===== config.mk =====
export PLATFORM = sky130hd
export DESIGN_NAME = alu_seq
export DESIGN_NICKNAME = d
export VERILOG_FILES = /design/src/rtl/alu_pkg.sv /design/src/rtl/alu_muldiv.sv /design/src/rtl/alu_seq.sv
export SDC_FILE = /design/constraint.sdc
export NUM_CORES = 1
export LEC_CHECK = 0
export ABC_AREA = 0
export ABC_CLOCK_PERIOD_IN_PS = 11350
export CAP_MARGIN = 20
export CORE_ASPECT_RATIO = 1.5
export CORE_UTILIZATION = 42
export DETAILED_ROUTE_END_ITERATION = 8
export HOLD_SLACK_MARGIN = 0.06
export MAX_ROUTING_LAYER = met4
export PLACE_DENSITY = 0.71
export SLEW_MARGIN = 5
export SYNTH_ARGS = -nofsm -noshare
export SYNTH_HDL_FRONTEND = slang
export SYNTH_SLANG_ARGS = --single-unit

===== constraint.sdc =====
create_clock -name clk -period 11.35 [get_ports clk]
set_clock_uncertainty 0.05 [all_clocks]
set_input_delay 2.27 -clock clk [delete_from_list [all_inputs] [get_ports clk]]
set_output_delay 2.27 -clock clk [all_outputs]
set_load 0.02 [all_outputs]

===== src/rtl/alu_pkg.sv =====
`default_nettype none
// ============================================================================
// Module   : alu_pkg
// Purpose  : Shared types and constants for the sequential execute-stage ALU.
//            Holds the opcode map, FSM state encoding and the results
//            returned for an unsigned divide by zero.
// Revision : 1.0 - initial release
// ============================================================================
package alu_pkg;

  // Opcode map. The encodings are fixed by the issue logic.
  typedef enum logic [3:0] {
    OP_SLL   = 4'b0000,
    OP_SRL   = 4'b0001,
    OP_SRA   = 4'b0010,
    OP_ADD   = 4'b0011,
    OP_SUB   = 4'b0100,
    OP_AND   = 4'b0101,
    OP_OR    = 4'b0110,
    OP_XOR   = 4'b0111,
    OP_SLTU  = 4'b1000,
    OP_EQ    = 4'b1001,
    OP_NE    = 4'b1010,
    OP_SLT   = 4'b1011,
    OP_MUL   = 4'b1100,
    OP_MULHU = 4'b1101,
    OP_DIVU  = 4'b1110,
    OP_REMU  = 4'b1111
  } alu_op_e;

  // Top-level control states.
  typedef enum logic [1:0] {
    ST_IDLE = 2'd0,
    ST_BUSY = 2'd1,
    ST_DONE = 2'd2
  } alu_state_e;

  // Divide by zero: every quotient bit is this value (all ones).
  localparam logic DIV0_QUO_FILL = 1'b1;
  // Divide by zero: the remainder is the unmodified dividend.
  localparam logic DIV0_REM_KEEPS_OP1 = 1'b1;

endpackage : alu_pkg
`default_nettype wire


===== src/rtl/alu_muldiv.sv =====
`default_nettype none
// ============================================================================
// Module   : alu_muldiv
// Purpose  : Iterative unsigned multiply / divide engine, one bit per cycle.
//            Operands load on start; after WIDTH steps the result is held
//            until the next start. 'last' flags the final step.
//            The restoring divider is built only when ALU_DIV_EN is defined.
// Revision : 1.0 - initial release
// ============================================================================
module alu_muldiv
  import alu_pkg::*;
#(
  parameter int WIDTH = 32
) (
  input  logic             clk,
  input  logic             rst,
  input  logic             start,
  input  alu_op_e          op,
  input  logic [WIDTH-1:0] a,
  input  logic [WIDTH-1:0] b,
  output logic             last,
  output logic [WIDTH-1:0] result
);

  localparam int CW = $clog2(WIDTH);

  logic             r_busy;
  logic [CW-1:0]    r_cnt;
  alu_op_e          r_op;
  // Multiply: {r_hi, r_lo} is the partial product with the multiplier
  // shifting out of r_lo. Divide: r_hi is the partial remainder and r_lo
  // shifts dividend bits out while quotient bits shift in.
  logic [WIDTH-1:0] r_hi;
  logic [WIDTH-1:0] r_lo;
  logic [WIDTH-1:0] r_b;
  logic [WIDTH:0]   w_sum;
  logic [2*WIDTH-1:0] w_next;
`ifdef ALU_DIV_EN
  logic [WIDTH-1:0] r_a;
  logic [WIDTH:0]   w_shift;
  logic [WIDTH:0]   w_diff;
`endif

  assign last = r_busy && (r_cnt == CW'(WIDTH - 1));

  // One iteration of shift-add multiply or restoring divide.
  always_comb begin
    w_sum  = {1'b0, r_hi} + (r_lo[0] ? {1'b0, r_b} : '0);
    w_next = {w_sum, r_lo[WIDTH-1:1]};
`ifdef ALU_DIV_EN
    w_shift = {r_hi, r_lo[WIDTH-1]};
    w_diff  = w_shift - {1'b0, r_b};
    if (r_op == OP_DIVU || r_op == OP_REMU) begin
      // A non-negative trial difference means the divisor fits: keep it.
      if (!w_diff[WIDTH]) begin
        w_next = {w_diff[WIDTH-1:0], r_lo[WIDTH-2:0], 1'b1};
      end else begin
        w_next = {w_shift[WIDTH-1:0], r_lo[WIDTH-2:0], 1'b0};
      end
    end
`endif
  end

  // Operand load on start, then WIDTH iterations; rst aborts at any point.
  always_ff @(posedge clk) begin
    if (rst) begin
      r_busy <= 1'b0;
      r_cnt  <= '0;
      r_op   <= OP_MUL;
      r_hi   <= '0;
      r_lo   <= '0;
      r_b    <= '0;
`ifdef ALU_DIV_EN
      r_a    <= '0;
`endif
    end else if (start) begin
      r_busy <= 1'b1;
      r_cnt  <= '0;
      r_op   <= op;
      r_hi   <= '0;
      r_lo   <= a;
      r_b    <= b;
`ifdef ALU_DIV_EN
      r_a    <= a;
`endif
    end else if (r_busy) begin
      // Counter wraps back to zero on the final step.
      r_cnt        <= r_cnt + CW'(1);
      {r_hi, r_lo} <= w_next;
      if (last) begin
        r_busy <= 1'b0;
      end
    end
  end

  // Select the requested half / quotient / remainder.
  always_comb begin
    result = r_lo;
    case (r_op)
      OP_MULHU: result = r_hi;
`ifdef ALU_DIV_EN
      OP_DIVU: begin
        if (r_b == '0) result = {WIDTH{DIV0_QUO_FILL}};
      end
      OP_REMU: begin
        result = (r_b == '0 && DIV0_REM_KEEPS_OP1) ? r_a : r_hi;
      end
`endif
      default: ;
    endcase
  end

endmodule : alu_muldiv
`default_nettype wire


===== src/rtl/alu_seq.sv =====
`default_nettype none
// ============================================================================
// Module   : alu_seq
// Purpose  : Sequential integer ALU with valid/ready handshakes. Single-cycle
//            ops complete in one cycle; MUL/MULHU (and DIVU/REMU when the
//            ALU_DIV_EN macro is defined) use the iterative alu_muldiv engine.
//            Without ALU_DIV_EN, DIVU/REMU return 0 with alu_err set.
// Revision : 1.0 - initial release
// ============================================================================
module alu_seq
  import alu_pkg::*;
#(
  parameter int WIDTH = 32
) (
  input  logic             clk,
  input  logic             rst,
  input  logic             in_valid,
  output logic             in_ready,
  input  logic [3:0]       ALUOp,
  input  logic [WIDTH-1:0] op1,
  input  logic [WIDTH-1:0] op2,
  output logic             out_valid,
  input  logic             out_ready,
  output logic [WIDTH-1:0] alu_result,
  output logic             alu_err
);

  localparam int SHW = $clog2(WIDTH);

  alu_op_e          w_op;
  alu_state_e       r_state;
  alu_state_e       w_state_nxt;
  logic             w_accept;
  logic             w_multi;
  logic [WIDTH-1:0] w_single;
  logic             w_single_err;
  logic [WIDTH-1:0] r_result;
  logic             r_err;
  logic             r_use_eng;
  logic             w_eng_last;
  logic [WIDTH-1:0] w_eng_result;

  assign w_op = alu_op_e'(ALUOp);

  // Single-cycle datapath and classification of iterative opcodes.
  always_comb begin
    w_single     = '0;
    w_single_err = 1'b0;
    w_multi      = 1'b0;
    case (w_op)
      OP_SLL:  w_single = op1 << op2[SHW-1:0];
      OP_SRL:  w_single = op1 >> op2[SHW-1:0];
      OP_SRA:  w_single = $unsigned($signed(op1) >>> op2[SHW-1:0]);
      OP_ADD:  w_single = op1 + op2;
      OP_SUB:  w_single = op1 - op2;
      OP_AND:  w_single = op1 & op2;
      OP_OR:   w_single = op1 | op2;
      OP_XOR:  w_single = op1 ^ op2;
      OP_SLTU: w_single = {{(WIDTH-1){1'b0}}, (op1 < op2)};
      OP_EQ:   w_single = {{(WIDTH-1){1'b0}}, (op1 == op2)};
      OP_NE:   w_single = {{(WIDTH-1){1'b0}}, (op1 != op2)};
      OP_SLT:  w_single = {{(WIDTH-1){1'b0}}, ($signed(op1) < $signed(op2))};
      OP_MUL, OP_MULHU: w_multi = 1'b1;
      OP_DIVU, OP_REMU: begin
`ifdef ALU_DIV_EN
        w_multi = 1'b1;
`else
        w_single_err = 1'b1;
`endif
      end
      default: ;
    endcase
  end

  // Next-state and handshake outputs.
  always_comb begin
    w_state_nxt = r_state;
    in_ready    = 1'b0;
    out_valid   = 1'b0;
    w_accept    = 1'b0;
    case (r_state)
      ST_IDLE: begin
        in_ready = 1'b1;
        if (in_valid) begin
          w_accept    = 1'b1;
          w_state_nxt = w_multi ? ST_BUSY : ST_DONE;
        end
      end
      ST_BUSY: begin
        if (w_eng_last) w_state_nxt = ST_DONE;
      end
      ST_DONE: begin
        out_valid = 1'b1;
        if (out_ready) w_state_nxt = ST_IDLE;
      end
      default: w_state_nxt = ST_IDLE;
    endcase
  end

  // State register plus result capture at acceptance.
  always_ff @(posedge clk) begin
    if (rst) begin
      r_state   <= ST_IDLE;
      r_result  <= '0;
      r_err     <= 1'b0;
      r_use_eng <= 1'b0;
    end else begin
      r_state <= w_state_nxt;
      if (w_accept) begin
        r_use_eng <= w_multi;
        r_result  <= w_single;
        r_err     <= w_single_err;
      end
    end
  end

  // Engine result is read in place; it holds until the next start.
  assign alu_result = r_use_eng ? w_eng_result : r_result;
  assign alu_err    = r_err;

  alu_muldiv #(
    .WIDTH (WIDTH)
  ) u_muldiv (
    .clk    (clk),
    .rst    (rst),
    .start  (w_accept & w_multi),
    .op     (w_op),
    .a      (op1),
    .b      (op2),
    .last   (w_eng_last),
    .result (w_eng_result)
  );

endmodule : alu_seq
`default_nettype wire

==> results of run 1 <==
-- layer usage --
metal,up-vias,track usage
li1,8353,-
met1,8623,0.472
met2,923,0.629
met3,225,0.0485
met4,0,0.225
met5,-,-
-- final timing paths --
| check | slack, ps | depth (start not counted) | endpoint | startpoint |
|---|---|---|---|---|
| max | 5150 | 12 | r_result[26]$_SDFFE_PP0P_ | op2[1] |
| max reg2reg | 7330 | 16 | u_muldiv.r_hi[25]$_SDFFE_PP0P_ | u_muldiv.r_lo[0]$_SDFFE_PP0P_ |
| min | 400 | 1 | u_muldiv.r_op[3]$_SDFFE_PP1P_ | u_muldiv.r_op[3]$_SDFFE_PP1P_ |
| min reg2reg | 400 | 1 | u_muldiv.r_op[3]$_SDFFE_PP1P_ | u_muldiv.r_op[3]$_SDFFE_PP1P_ |
-- Yosys cell counts (9+ instances only) --
| master | instances |
|---|---|
| o31ai_1 | 11 |
| nor4_1 | 16 |
| o2111ai_1 | 11 |
| o211ai_1 | 27 |
| mux2_2 | 11 |
| xor2_1 | 13 |
| a211o_1 | 11 |
| or3_1 | 16 |
| nor3_1 | 49 |
| clkbuf_1 | 124 |
| and2_1 | 36 |
| nand4_1 | 12 |
| mux2i_1 | 147 |
| buf_2 | 23 |
| dfxtp_1 | 142 |
| a21oi_1 | 252 |
| a221oi_1 | 20 |
| nand3b_1 | 9 |
| o21ai_1 | 9 |
| nor2b_1 | 12 |
| a22oi_1 | 18 |
| a31oi_1 | 21 |
| ha_1 | 136 |
| o21bai_1 | 20 |
| a21o_1 | 32 |
| nand3_1 | 50 |
| o21ai_0 | 131 |
| buf_1 | 17 |
| nand2b_1 | 34 |
| inv_1 | 103 |
| nand2_1 | 203 |
| mux4_2 | 24 |
| xnor2_1 | 25 |
| a211oi_1 | 69 |
| nor2_1 | 304 |
| o22ai_1 | 17 |
-- stage by stage --
step,area [sq um],instances,hold slack (ps),power (mW),utilization
after floorplan,16500,2296,367,0.913,-
after global placement,17900,2768,381,1.15,0.462
after detailed placement,17900,2768,389,1.15,0.462
after CTS,18500,2800,400,1.77,0.479
after global routing,18500,2801,415,1.85,0.479
final,18500,2801,400,1.79,0.479
-- final cells by class --
| type | instances | area, sq um | area share |
|---|---|---|---|
| sequential | 142 | 2850 | 0.154 |
| clock inverter | 13 | 184 | 0.00993 |
| multi-input combinational | 1883 | 12700 | 0.685 |
| tap | 495 | 619 | 0.0334 |
| clock buffer | 19 | 453 | 0.0245 |
| timing repair buffer | 144 | 1340 | 0.0724 |
| inverter | 105 | 394 | 0.0213 |
-- kinds of logic (layout without fill, tap and decap cells) --
family,after synthesis,after routing,share of synthesized area
flops,142,142,0.172
xor+xnor,38,38,0.0201
buf+inv,271,281,0.0639
simple gates,773,773,0.212
mux,182,182,0.129
compound gates,751,751,0.297
fa+ha+maj,139,139,0.106
-- flip-flops by register name, summed over array words and instances, names as in the netlist, 2 cells and up --
| signal | cells |
|---|---|
| u_muldiv.r_b | 32 |
| u_muldiv.r_hi | 32 |
| u_muldiv.r_cnt | 5 |
| u_muldiv.r_op | 4 |
| r_result | 32 |
| r_state | 2 |
| u_muldiv.r_lo | 32 |
-- power groups by stage --
| stage | combinational, mW | sequential (mW) | clock (mW) |
|---|---|---|---|
| after floorplan | 0.383 | 0.530 | 0 |
| after global placement | 0.618 | 0.537 | 0 |
| after detailed placement | 0.614 | 0.537 | 0 |
| after CTS | 0.617 | 0.526 | 0.630 |
| after global routing | 0.672 | 0.527 | 0.651 |
| final | 0.637 | 0.526 | 0.624 |
==> results.md, run 1 <==
* Die Y-Extent at 245 um
* Worst slack, placed at 4930 ps
* Crit-path cells: buf_4 > buf_4 > mux2i_1 > mux2i_1 > a21oi_1 > o22ai_1 > a22oi_1 > nor2_1 > nor3_1 > o211ai_1 > o21ai_0 > a21oi_1
* Post-synth top area cell: dfxtp_1
* Syn avg cell area at 7.21 sq um
* N_diodes at 0
* Synth unique cells at 90
* Vias per cell at 6.47
* Met2 wire length at 36,200 um
* Sequential share of power at 0.294
* # setup viols final at 0
* RSZ-0062 raised after global routing: false
* Post-CTS setup buffer count at 0
* Seq/Total Area, Yosys at 0.172
* TritonRoute pass-1 iters at 6
* Switch Pwr at 0.681 mW
* Peak Freq at 0.161 GHz
* Power density over the cells at 96.5 nW/um^2
* Crit share post-route at 0.546
* Slew Viols, Final at 0
* Min Tclk post-route at 6200 ps
* P_leak at 7.52 nW
* Total global-route track usage at 0.393
* Post-route ant nets at 0
* Crit path max fanout at 78
* DR top layer: met4
* First-pass GRT wire length at 112,000 um
* Net Count, Synth at 2,507
* Detailed-route wire length on metal 1 at 30,900 um
* Clk pin slew, worst setup/hold paths at 70 ps
* FILL cells at 3,983
* Die ar. at 40,200 sq um
* Main synth FF type: dfxtp_1
* CP arrival at 6490 ps
* Switch share at 0.381
* Area delta synth->final at 11.9%
* Top cell type's share of synthesized area at 0.172
* Net count, final at 2,504
* Setup TNS at 0 ps
* Vias in the first global route at 17,200
* Dpl hpwl at 59,500 um
* Routed len/inst at 27.6 um
* Worst skew pair latency at 440 ps
* GRT Residual Overflow at 0
* Slew @ Worst Pin at 1160 ps
* Core area at 38,600 sq um
* Int Power at 1.11 mW
* Worst ir drop on vdd at 128 uV
* CTS Buf Count at 17
* Status: complete, no violations
* Crit Path Class: primary input to register
* Initial Util at 0.428
* Cells after synthesis at 2,296
* Setup crit end kind: register
* Layout cell share with drive strength beyond 1 at 0.0663
* CTS resizes at 0
* Ys async rst share at 0
* Worst Path Required at 11,640 ps
* Commonest non-fill, non-tap cells in the layout: nor2_1 (302), a21oi_1 (251), nand2_1 (203), mux2i_1 (147), dfxtp_1 (140)
* Clock power share at 0.349
* Initial antenna violation count at 1
* Met3 wire len at 5350 um
* Startpoint Class: primary input
* Num rows at 88
* Yosys warning count at 0
* Synth top area cells: dfxtp_1 (17%), ha_1 (10%), mux2i_1 (8.9%)
* Critical path's slowest cell: a21oi_1
* Crit path max-delay family: compound AO/OA/AOI/OAI gates
* Die Wd at 164 um
* Worst hold path type: register to register
* Synthesized cell area at 16,500 sq um
* Htree depth at 4
* EDFF count, synth at 0
* Crit path buf inv count at 2
* IO buf count at 106
* Slew HR at 0.222
* Drt total wl at 77,300 um
* Max_cap viols at 0
* CTS max path bufs at 2
* Num ports at 107
* DRC Markers at 0
* Setup slack after layout at 5150 ps
* Seq cells post-synth at 142
* Combinational fraction of design power at 0.357
* Final hold violations at 0
* # hold bufs at CTS at 0
* DRT iter0 DRCs at 1,756
* Largest net degree at the start of global routing at 79
* Most common cell after layout, fill and taps aside: nor2_1
* CP peak stage delay at 890 ps
* CTS tree: yes
* Clock sinks at 142
* Gpl congestion at 1.06
* CTS root buf: clkbuf_16
* DR vias at 18,100
No activity file was read; power rests on OpenSTA's default activity.
==> run 2, diff against run 1 <==
Settings changed: ABC_CLOCK_PERIOD_IN_PS 11350 to 5900.
Clock period 11.35 ns to 5.9 ns, I/O delays scaled along.
==> results.md, run 2 (synthesis gave the netlist of run 1 again) <==
* Power density over the cells at 181 nW/um^2 (+88%)
* Vias per cell at 6.51 (+0.53%)
* CTS tree: yes
* CP arrival at 5030 ps (-1460 ps)
* Dpl hpwl at 62,300 um (+4.6%)
* P_leak at 7.74 nW (+2.9%)
* Crit share post-route at 0.801
* Setup TNS at 0 ps (unchanged)
* Die Wd at 164 um (unchanged)
* Slew @ Worst Pin at 1030 ps (-135 ps)
* Vias in the first global route at 18,000 (+4.8%)
* Slew Viols, Final at 0 (unchanged)
* Clock power share at 0.331 (-0.018)
* Crit path max fanout at 8 (-90%)
* Finished Layout Cells at 2,853 (+1.9%)
* GRT Residual Overflow at 0 (unchanged)
* Slew HR at 0.312 (+0.0897)
* Die Y-Extent at 245 um (unchanged)
* RSZ-0062 raised after global routing: false
* Total global-route track usage at 0.404 (+0.0105)
* Status: complete, no violations
* Initial Util at 0.428 (unchanged)
* Combinational fraction of design power at 0.372 (+0.015)
* DRC Markers at 0 (unchanged)
* Overall power at 3.41 mW (+91%)
* Worst ir drop on vdd at 274 uV (+110%)
* Worst Path Required at 6210 ps (-5430 ps)
* Post-CTS setup buffer count at 0 (unchanged)
* CTS max path bufs at 2 (unchanged)
* DRT iter0 DRCs at 1,747 (-0.51%)
* Startpoint Class: primary input
* Switch share at 0.397 (+0.0163)
* Routed len/inst at 27.9 um (+1.0%)
* Layout cell share with drive strength beyond 1 at 0.0857 (+0.0194)
* Most common cell after layout, fill and taps aside: nor2_1
* Clk pin slew, worst setup/hold paths at 70 ps (about the same)
* Largest net degree at the start of global routing at 90 (+14%)
* Number of instances in the placed design at 2,820 (+1.9%)
* IO buf count at 106 (unchanged)
* Area delta synth->final at 14.1%
* Peak Freq at 0.212 GHz
* First-pass GRT wire length at 116,000 um (+3.0%)
* Setup crit end kind: register
* Final hold violations at 0 (unchanged)
* Int Power at 2.06 mW (+86%)
* Max_cap viols at 0 (unchanged)
* Net count, final at 2,555 (+2.0%)
* Clock sinks at 142 (unchanged)
* Drt total wl at 79,600 um (+2.9%)
* Switch Pwr at 1.36 mW (+99%)
* Htree depth at 4 (unchanged)
* Gpl congestion at 1.08 (+1.9%)
* Die ar. at 40,200 sq um (unchanged)
* TritonRoute pass-1 iters at 6 (unchanged)
* Initial antenna violation count at 1 (unchanged)
* CTS Buf Count at 17 (unchanged)
* DR vias at 18,600 (+2.4%)
* Min Tclk post-route at 4730 ps
* Commonest non-fill, non-tap cells in the layout: nor2_1 (302), a21oi_1 (252), nand2_1 (203), mux2i_1 (147), dfxtp_1 (140)
* # hold bufs at CTS at 0 (unchanged)
* CTS root buf: clkbuf_16
* FF-to-FF setup slack at 1690 ps (-5640 ps)
* # setup viols final at 0 (unchanged)
* Worst skew pair latency at 440 ps (about the same)
* CTS resizes at 0 (unchanged)
* Crit Path Class: primary input to register
* Core area at 38,600 sq um (unchanged)
* Post-route ant nets at 0 (unchanged)
* Sequential share of power at 0.297 (+0.003)
* Num ports at 107 (unchanged)
* Num rows at 88 (unchanged)
* Worst hold path type: register to register
==> run 2: path summary, 6_finish.rpt <==
check	endpoint	cells after the start	startpoint
setup reg to reg	u_muldiv.r_hi[25]$_SDFFE_PP0P_	16	u_muldiv.r_lo[0]$_SDFFE_PP0P_
setup / recovery	r_result[30]$_SDFFE_PP0P_	14	op1[7]
hold / removal	u_muldiv.r_b[20]$_SDFFE_PP0P_	2	u_muldiv.r_b[20]$_SDFFE_PP0P_
hold reg to reg	u_muldiv.r_b[20]$_SDFFE_PP0P_	2	u_muldiv.r_b[20]$_SDFFE_PP0P_
==> run 2: layout make-up <==
| class | count | area, sq um |
|---|---|---|
| clock inverters | 15 | 175 |
| fillers | 3939 | 19800 |
| repair buffers | 195 | 1740 |
| clock buffers | 17 | 425 |
| multi-input cells | 1883 | 12700 |
| flip-flops and latches | 142 | 2850 |
| inverters | 105 | 394 |
| well taps | 495 | 619 |
| diodes | 1 | 2.50 |
==> run 2: critical path, stage by stage <==
cell,delay [ps]
clkdlybuf4s50_1,680
inv_1,190
ha_1,430
and3_4,210
a221o_1,320
a31oi_4,240
o211ai_2,180
a2111oi_4,440
nor4_1,180
o22a_1,310
nand3_1,140
mux2i_1,180
nand2_1,70
a221oi_1,290
==> run 2: power groups by stage <==
stage | Clock, mW | Combinational (mW) | Sequential, mW
after floorplan | 0 | 0.737 | 1.02
after global placement | 0 | 1.23 | 1.03
after CTS | 1.14 | 1.23 | 1.01
after detailed placement | 0 | 1.23 | 1.03
after global routing | 1.17 | 1.34 | 1.02
final | 1.13 | 1.27 | 1.01
==> run 2: through the flow <==
step | area (sq um) | worst slack, ps | util | hold WS [ps]
floorplan | 16500 | 1100 | - | 367
global placement | 18300 | 858 | 0.473 | 376
detailed placement | 18300 | 797 | 0.473 | 383
CTS | 18900 | 1250 | 0.488 | 401
global route | 18900 | 980 | 0.488 | 421
finish | 18900 | 1170 | 0.488 | 401
==> run 2: routing by layer <==
metal / part of all wire / up-vias / global-route usage
li1: - / 8451 / -
met1: 0.39 / 8919 / 0.471
met2: 0.47 / 935 / 0.649
met3: 0.068 / 254 / 0.0477
met4: 0.074 / 0 / 0.265
met5: 0 / - / -
==> run 3, diff against run 2 <==
Settings changed: ABC_CLOCK_PERIOD_IN_PS 5900 to 3960, PLACE_DENSITY 0.71 to 0.73.
Clock period 5.9 ns to 3.96 ns, I/O delays scaled along.
==> results.md, run 3 (synthesis gave the netlist of run 1 again) <==
* CP arrival at 4120 ps (-910 ps)
* HP Start: u_muldiv.r_b[16]$_SDFFE_PP0P_
* Worst skew pair latency at 440 ps (about the same)
* Clock sinks at 142 (unchanged)
* Post-route ant nets at 0 (unchanged)
* Worst ir drop on vdd at 497 uV (+81%)
* Total global-route track usage at 0.415 (+0.0110)
* Worst slack, placed at -432 ps (-1230 ps)
* Crit path buf inv count at 3 (+1)
* Startpoint Class: primary input
* Die ar. at 40,200 sq um (unchanged)
* P_leak at 9.17 nW (+18%)
* Critical path's slowest cell: clkdlybuf4s50_1
* Vias in the first global route at 18,900 (+4.9%)
* Area delta synth->final at 28.0%
* Fin area at 21,200 sq um (+12%)
* Critical register-to-register path startpoint: u_muldiv.r_lo[0]$_SDFFE_PP0P_
* Gpl congestion at 1.09 (+0.25%)
* Vias per cell at 6.23 (-4.3%)
* Die Y-Extent at 245 um (unchanged)
* Slew @ Worst Pin at 1170 ps (+140 ps)
* DR vias at 19,500 (+5.2%)
* Core area at 38,600 sq um (unchanged)
* Worst hold slack at 401 ps (-0.0280 ps)
* Worst Path Required at 4230 ps (-1980 ps)
* CTS Buf Count at 17 (unchanged)
* CTS tree: yes
* FILL cells at 3,853 (-2.2%)
* Most common cell after layout, fill and taps aside: buf_4
* TritonRoute pass-1 iters at 7 (+1)
* Min Tclk post-route at 3850 ps
* Num rows at 88 (unchanged)
* Clk pin slew, worst setup/hold paths at 70 ps (about the same)
* Initial antenna violation count at 0 (-1)
* Worst hold path type: register to register
* Drt total wl at 81,400 um (+2.3%)
* First-pass GRT wire length at 120,000 um (+3.4%)
* Peak Freq at 0.260 GHz
* Setup slack after layout at 113 ps (-1060 ps)
* GRT Residual Overflow at 0 (unchanged)
* Crit Path Class: primary input to register
* Post-DP Area at 20,500 sq um (+12%)
* Power density over the cells at 248 nW/um^2 (+37%)
* Status: complete, no violations
* Hold endpoint: u_muldiv.r_b[16]$_SDFFE_PP0P_
* Overall power at 5.26 mW (+54%)
* CP peak stage delay at 570 ps (-110 ps)
* Die Wd at 164 um (unchanged)
* Final core utilization at 0.548 (+0.0597)
* Hold-critical path depth at 2 (unchanged)
* FF-to-FF setup slack at 140 ps (-1550 ps)
* Largest net degree at the start of global routing at 100 (+11%)
* Commonest non-fill, non-tap cells in the layout: buf_4 (360), nor2_1 (302), a21oi_1 (250), nand2_1 (203), mux2i_1 (147)
* Initial Util at 0.428 (unchanged)
* Crit path max fanout at 6 (-2)
* Worst reg2reg path endpoint: u_muldiv.r_hi[19]$_SDFFE_PP0P_
* Worst reg2reg path depth at 14 (-2)
* DRT iter0 DRCs at 1,934 (+11%)
* Final hold violations at 0 (unchanged)
* Crit path max-delay family: compound AO/OA/AOI/OAI gates
* Max_cap viols at 0 (unchanged)
* # setup viols final at 0 (unchanged)
* Crit-path cells: clkdlybuf4s50_1 > inv_1 > ha_1 > nand2b_1 > a21oi_1 > o21bai_1 > buf_4 > a211oi_2 > a211oi_4 > o311a_1 > o21ai_0 > a2bb2oi_1 > nor2_1 > nor4_2 > a221oi_2
* CTS root buf: clkbuf_16
* IO buf count at 106 (unchanged)
* Slew HR at 0.213 (-0.0989)
* Setup crit end kind: register
* Crit share post-route at 0.971
* Layout cell share with drive strength beyond 1 at 0.189 (+0.104)
* Slew Viols, Final at 0 (unchanged)
* Htree depth at 4 (unchanged)
* CTS max path bufs at 2 (unchanged)
* Net count, final at 2,837 (+11%)
* Num ports at 107 (unchanged)
* DRC Markers at 0 (unchanged)
* Routed len/inst at 26.0 um (-6.9%)
* Dpl hpwl at 64,800 um (+4.0%)
-- run 3: cell types whose count changed in the layout (fill, tap and decap cells not counted), moves of 3 or more --
cell             previous run  this run
nor4_2                      0         3
buf_12                      3        13
clkinv_2                    0         3
ha_1                      136       132
nor4_1                     16        13
o21ai_0                   131       127
clkdlybuf4s50_1           100        97
buf_4                      88       360
o21ai_1                     9        12
dlymetal6s2s_1              0         3
-- run 3: metal layers --
layer / vias up / share of wire / wire length [um] / global-route usage
li1: 9021 / - / - / -
met1: 9300 / 0.39 / 31600 / 0.489
met2: 953 / 0.47 / 38100 / 0.663
met3: 250 / 0.075 / 6130 / 0.0578
met4: 0 / 0.068 / 5550 / 0.254
met5: - / 0 / 0 / -
-- run 3: timing repair --
| item | 4_1_cts | 5_1_grt |
|---|---|---|
| hold buffers | 0 | 0 |
| buffers inserted | 0 | 4 |
| endpoints found under the setup margin | 0 | 16 |
| resized for setup | 0 | 23 |
-- run 3: final cells by class --
type | count | area (sq um) | area share
Inverter | 105 | 395 | 0.0187
Sequential cell | 142 | 2850 | 0.134
Clock inverter | 14 | 111 | 0.00526
Clock buffer | 18 | 429 | 0.0203
Multi-Input combinational cell | 1883 | 12800 | 0.604
Antenna cell | 1 | 2.50 | 0.000118
Tap cell | 495 | 619 | 0.0292
Timing Repair Buffer | 477 | 3990 | 0.188
-- run 3: worst register-to-register path, stage by stage, from the launching register on --
cell      delay [ps]
dfxtp_1          500
buf_4            240
and2_1           150
ha_1             270
nor2b_1          160
o21ai_1          170
a21boi_1         130
o31ai_1          370
a31oi_2          220
a31oi_2          460
o21ai_0          250
a211o_1          330
o21ai_0          100
xor2_1           190
a211oi_1          90
-- run 3: worst max path at each step --
stage / startpoint / endpoint / slack [ps] / cells after the start
global route: op1[9] / r_result[30]$_SDFFE_PP0P_ / -20 / 15
floorplan: op2[2] / r_result[24]$_SDFFE_PP0P_ / 9 / 17
CTS: op1[0] / r_result[24]$_SDFFE_PP0P_ / 20 / 16
detailed placement: op1[1] / r_result[31]$_SDFFE_PP0P_ / -430 / 17
finish: op1[9] / r_result[30]$_SDFFE_PP0P_ / 110 / 15
global placement: op1[0] / r_result[30]$_SDFFE_PP0P_ / -410 / 14
-- run 3: power breakdown --
group / switching, mW / internal [mW]
Sequential: 0.0436 / 1.47
Combinational: 1.31 / 0.919
Clock: 0.710 / 0.810
-- run 3: stage by stage --
stage,setup TNS [ps],cells
detailed placement,-5730,3098
global route,-21.2,3134
finish,0,3135
global placement,-5100,3098
floorplan,0,2296
CTS,0,3130
